**src/rtl/trig_capture.sv**
```systemverilog
// rtl/trig_capture.sv - triggered frame capture into a DEPTH-entry sample buffer
// Arm, wait for a level crossing (or a timeout in auto mode), capture DEPTH samples, then freeze.
module trig_capture #(
  parameter int DATA_W  = 12,
  parameter int DEPTH   = 400,
  parameter int ADDR_W  = 9,
  parameter int TIMEOUT = 1024
) (
  input  logic              clk,
  input  logic              rst,
  input  logic [DATA_W-1:0] sample_in,
  input  logic              sample_valid,
  input  logic [DATA_W-1:0] trig_level,
  input  logic              trig_fall,
  input  logic              auto_en,
  input  logic              arm,
  input  logic [ADDR_W-1:0] rd_addr,
  output logic [DATA_W-1:0] rd_data,
  output logic              busy,
  output logic              done,
  output logic              auto_trig
);

  localparam int CNT_W = $clog2(TIMEOUT) + 1;

  typedef enum logic [2:0] {
    S_IDLE,
    S_ARMED,
    S_WAIT_TRIG,
    S_CAPTURE,
    S_DONE
  } state_t;

  state_t             state_q, state_d;
  logic [DATA_W-1:0]  prev_q, prev_d;
  logic [CNT_W-1:0]   tcnt_q, tcnt_d;
  logic [ADDR_W-1:0]  wr_ptr_q, wr_ptr_d;
  logic               auto_trig_q, auto_trig_d;
  logic [DATA_W-1:0]  rd_data_q;

  logic               we;
  logic [ADDR_W-1:0]  waddr;
  logic               cross_hit;
  logic               timeout_hit;
  logic               rd_in_range;

  logic [DATA_W-1:0]  mem [0:DEPTH-1];

  always_comb begin
    if (trig_fall)
      cross_hit = (prev_q >= trig_level) && (sample_in < trig_level);
    else
      cross_hit = (prev_q < trig_level) && (sample_in >= trig_level);
  end

  assign timeout_hit = auto_en && (tcnt_q == CNT_W'(TIMEOUT - 1));
  assign rd_in_range = {1'b0, rd_addr} < (ADDR_W + 1)'(DEPTH);

  always_comb begin
    state_d     = state_q;
    prev_d      = prev_q;
    tcnt_d      = tcnt_q;
    wr_ptr_d    = wr_ptr_q;
    auto_trig_d = auto_trig_q;
    we          = 1'b0;
    waddr       = wr_ptr_q;
    case (state_q)
      S_IDLE, S_DONE: begin
        if (arm) begin
          state_d     = S_ARMED;
          auto_trig_d = 1'b0;
        end
      end
      S_ARMED: begin
        if (sample_valid) begin
          prev_d  = sample_in;
          tcnt_d  = '0;
          state_d = S_WAIT_TRIG;
        end
      end
      S_WAIT_TRIG: begin
        if (sample_valid) begin
          // A genuine crossing wins over a coincident timeout, so auto_trig stays clear.
          if (cross_hit || timeout_hit) begin
            we          = 1'b1;
            waddr       = '0;
            wr_ptr_d    = ADDR_W'(1);
            auto_trig_d = !cross_hit;
            state_d     = S_CAPTURE;
          end else begin
            prev_d = sample_in;
            if (tcnt_q != CNT_W'(TIMEOUT - 1))
              tcnt_d = tcnt_q + CNT_W'(1);
          end
        end
      end
      S_CAPTURE: begin
        if (sample_valid) begin
          we       = 1'b1;
          wr_ptr_d = wr_ptr_q + ADDR_W'(1);
          if (wr_ptr_q == ADDR_W'(DEPTH - 1))
            state_d = S_DONE;
        end
      end
      default: state_d = S_IDLE;
    endcase
  end

  always_ff @(posedge clk) begin
    if (rst) begin
      state_q     <= S_IDLE;
      prev_q      <= '0;
      tcnt_q      <= '0;
      wr_ptr_q    <= '0;
      auto_trig_q <= 1'b0;
    end else begin
      state_q     <= state_d;
      prev_q      <= prev_d;
      tcnt_q      <= tcnt_d;
      wr_ptr_q    <= wr_ptr_d;
      auto_trig_q <= auto_trig_d;
    end
  end

  // Write and read ports kept in separate processes so the buffer maps to simple dual-port RAM.
  always_ff @(posedge clk) begin
    if (we)
      mem[waddr] <= sample_in;
  end

  always_ff @(posedge clk) begin
    if (rst)
      rd_data_q <= '0;
    else if (rd_in_range)
      rd_data_q <= mem[rd_addr];
    else
      rd_data_q <= '0;
  end

  assign rd_data   = rd_data_q;
  assign busy      = (state_q == S_ARMED) || (state_q == S_WAIT_TRIG) || (state_q == S_CAPTURE);
  assign done      = (state_q == S_DONE);
  assign auto_trig = auto_trig_q;

endmodule

```
**config.mk**
```make
export PLATFORM = sky130hd
export DESIGN_NAME = trig_capture
export DESIGN_NICKNAME = d
export VERILOG_FILES = /design/src/rtl/trig_capture.sv
export SDC_FILE = /design/constraint.sdc
export NUM_CORES = 2
export LEC_CHECK = 0
export CAP_MARGIN = 20
export CORE_ASPECT_RATIO = 0.5
export CORE_MARGIN = 2
export CORE_UTILIZATION = 35
export CTS_CLUSTER_SIZE = 12
export DETAILED_ROUTE_END_ITERATION = 7
export GPL_TIMING_DRIVEN = 1
export PLACE_DENSITY = 0.51
export SLEW_MARGIN = 20
export SYNTH_ARGS = -nofsm -noshare
export SYNTH_HDL_FRONTEND = slang
export SYNTH_MEMORY_MAX_BITS = 65536
export SYNTH_SLANG_ARGS = --single-unit
```
**constraint.sdc**
```tcl
create_clock -name clk -period 4.22 [get_ports clk]
set_clock_uncertainty 0.2 [all_clocks]
set_input_delay 0.844 -clock clk [delete_from_list [all_inputs] [get_ports clk]]
set_output_delay 0.844 -clock clk [all_outputs]
set_load 0.02 [all_outputs]
```
==> flow_summary.yaml <==
status:
  status: "finished, final reports clean"
floorplanning:
  die_x_um: 1040
  core_mm2: 0.537
  boundaryPins: 54
  fp.dieH_um: 524
  dieArea_mm2: 0.546
  start_util: 0.352
  core.rowCount: 190
power_and_ir_drop:
  vdd_ir_drop_max_uv: 405
  clock_power_share: 0.393
  combPwrFrac: 0.062
  p_leak_nw: 71.0
  swShare: 0.222
  switchingPower_w: 0.0216
  cellPowerDensity_mw_per_mm2: 436
  power_w: 0.0972
  power.internal_w: 0.0757
  p_seq_frac: 0.545
drt:
  wire_per_inst_um: 32.8
  postRouteAntennaNets: 0
  vias: 97800
  routed_wl_um: 578000
  drt_iter0_markers: 12700
  drc: 0
  dr.pass1.iters: 5
  routed_via_density: 5.54
final_layout:
  syn2layout_area_growth_pct: 18.1
  final_util: 0.416
  multiInputGateArea_mm2: 0.0416
  design_area_mm2: 0.223
  nets: 10300
  drive_above_1_share: 0.306
  nFillCells: 47100
  layoutNonFillerInstCount: 17600
  seqCellArea_mm2: 0.145
global_routing:
  grt-ovfl-total: 0
  grt_pass1_vias: 96200
  grt_use_total: 0.207
  grt_max_degree: 173
  grt_pass1_wl_um: 799000
  antenna_found_initial: 47
job:
  drv_cap: 0
yosys:
  synth_warnings: 0
  syn_area_per_cell_um2: 21.3
  ys_seq_elements: 4848
  async_flop_share: 0
  syn_nets: 8924
  yosysTopAreaCell: "edfxtp_1"
  syn_area_mm2: 0.189
  yosysSeqAreaShare: 0.768
  synth_edf_count: 4800
  synthTopCellsByArea: "edfxtp_1 (76%), mux4_2 (13%), mux2i_1 (3.0%)"
  synth_ff_type: "edfxtp_1"
  synthesis.instances: 8859
  synth_cell_type_count: 69
  netlist.area_leader.share: 0.763
clock_tree:
  path_clk_slew_ps: 60
  cts_made_buffers: 462
  cts_root_buf: "clkbuf_16"
  clk_path_buf_depth: 4
  cts_tree: "built"
  ctsHtreeMaxLevel: 5
  clk_latency_ps: 1040
  post_cts_buffers: 0
  post_cts_resized: 0
  cts_sinks: 4848
timing:
  slew_headroom: 0.0174
  maxSlewViolCount: 0
  period_minus_slack_ps: 3960
  hold_viol: 0
  clock.fmax_mhz: 252
  fin_crit_sh: 0.939
  holdWs_ps: 119
  worst_slew_pin_slew_ps: 1470
  finalSetupViolCount: 0
  rsz0062_at_grt: "no"
worst_setup_path:
  cp.arrival_ps: 4510
  crit_fanout: 15
  r2r-start: "wr_ptr_q[5]$_SDFFE_PP0P_"
  worstRegToRegCells: 5
  cpLargestDelayFamily: "compound AO/OA/AOI/OAI gates"
  crit_start: "sample_in[6]"
  reg2reg_to: "mem[310][5]$_DFFE_PP_"
  critPathRequiredTime_ps: 4770
  crit_type: "in2reg"
  slowest_delay_ps: 570
  path_buf_inv: 5
  crit_slowest_cell: "dlygate4sd3_1"
  end_kind: "flop"
  rrSetupSlack_ps: 580
  cp_cell_sequence: "dlygate4sd3_1, buf_8, ha_1, nand4_1, nor2_1, a2111oi_0, buf_4, nand4_1, a32o_1, o21bai_1, a21boi_2, buf_12, nor2_1, buf_4"
  startpoint_type: "input pin"
worst_hold_path:
  worstHoldEndpoint: "mem[228][7]$_DFFE_PP_"
  min_path_type: "in2reg"
  min_delay_path_depth: 2
  hold_start: "sample_in[7]"
placement:
  portBuffers: 53
  gp_congestion: 0.843
  postPlaceCellArea_mm2: 0.210
  dp.cells: 16900
  place_hpwl_um: 377000
==> layout by cell type (no fill, tap or decap), types with 14 or more instances in the layout <==
cell	n
o21ai_0	87
clkinv_1	36
nand2_1	187
buf_12	277
nor3_1	86
edfxtp_1	4800
a211oi_1	54
buf_8	14
inv_1	21
nand3_1	35
a21oi_1	165
clkbuf_1	154
mux2_2	34
dfxtp_1	48
a221o_1	17
ha_1	26
nor2_1	353
nand2b_1	86
clkbuf_16	467
a22oi_1	77
mux4_2	1091
nor3_2	147
o22ai_1	14
mux2i_1	570
buf_4	1070
nor2b_1	38
clkdlybuf4s50_1	34
a221oi_1	148
a31oi_1	35
==> power groups by stage <==
| stage | Sequential (W) | Clock [W] | Combinational, W |
|---|---|---|---|
| 6_report | 0.0530 | 0.0382 | 0.00600 |
| 5_1_grt | 0.0530 | 0.0407 | 0.00627 |
| 4_1_cts | 0.0530 | 0.0390 | 0.00603 |
| 3_5_place_dp | 0.0540 | 0 | 0.00601 |
| 3_3_place_gp | 0.0540 | 0 | 0.00598 |
| 2_1_floorplan | 0.0540 | 0 | 0.00262 |
==> registers in the layout (all words and copies together), names as in the netlist <==
signal	cells
auto_trig	1
mem	4800
prev_q	12
rd_data	12
state_q	3
tcnt_q	11
wr_ptr_q	9
==> repair_timing <==
action,4_1_cts,5_1_grt
hold buffers,4,0
endpoints found under the setup margin,0,0
hold endpoints to repair,21,0
==> cells by family (layout without fill, tap and decap cells) <==
kind of cell,after synthesis,after routing,share of synthesized area
adders and majority gates,26,26,0.00172
AOI/OAI and AO/OA,704,704,0.0260
DFF,4848,4848,0.768
and+or+nand+nor,1015,1015,0.0247
xor gates and xnor gates,13,13,0.000603
buffers and inverters,558,2129,0.0168
muxes,1695,1695,0.162
other,0,12,0
==> Yosys cell counts (all sizes together), types with 6 or more instances <==
library cell	count
nor2b	44
nand3b	6
a311oi	6
o21a	6
mux2	34
nand2b	87
o211ai	6
xnor2	8
ha	26
a22o	7
o31ai	11
or3	6
o2111ai	10
buf	313
nor2	359
o311ai	10
and2	11
nand3	36
nor3	233
mux2i	570
inv	23
dfxtp	48
nand2	191
a211o	7
or2	11
clkbuf	221
o21ai	88
a221o	17
a31oi	35
a221oi	148
a211oi	55
o22ai	14
edfxtp	4800
nand4	12
o221ai	6
a21oi	165
mux4	1091
nor4	7
a22oi	77
==> metrics by stage <==
stage	setup TNS, ps	setup WS, ps
floorplan	-31010	-258
global placement	-148950	-769
detailed placement	-100610	-553
CTS	0	259
global route	0	180
finish	0	259
==> worst max-delay path by stage <==
stage	end	slack [ps]	depth (start not counted)
3_5_place_dp	mem[4][11]$_DFFE_PP_	-550	14
3_3_place_gp	mem[8][11]$_DFFE_PP_	-770	14
4_1_cts	mem[15][4]$_DFFE_PP_	260	14
5_1_grt	mem[15][5]$_DFFE_PP_	180	14
2_1_floorplan	mem[7][0]$_DFFE_PP_	-260	11
6_report	mem[15][4]$_DFFE_PP_	260	14
==> cell type report <==
type	count	area share
antenna	12	0.000135
clock buffer	631	0.0556
clock inverter	73	0.00324
inverter	24	0.000437
multi-input combinational	3453	0.186
sequential	4848	0.650
tap	7200	0.0404
timing repair buffer	1401	0.0637
==> layer usage <==
| metal | wire [um] | GRT usage | up-vias | part of all wire |
|---|---|---|---|---|
| met5 | 27 | 0 | - | 0.000047 |
| met4 | 13400 | 0.0457 | 4 | 0.023 |
| met3 | 50900 | 0.0428 | 618 | 0.088 |
| met2 | 256000 | 0.313 | 4036 | 0.44 |
| met1 | 258000 | 0.311 | 53400 | 0.45 |
| li1 | - | - | 39800 | - |
(Power assumes the default switching activity.)
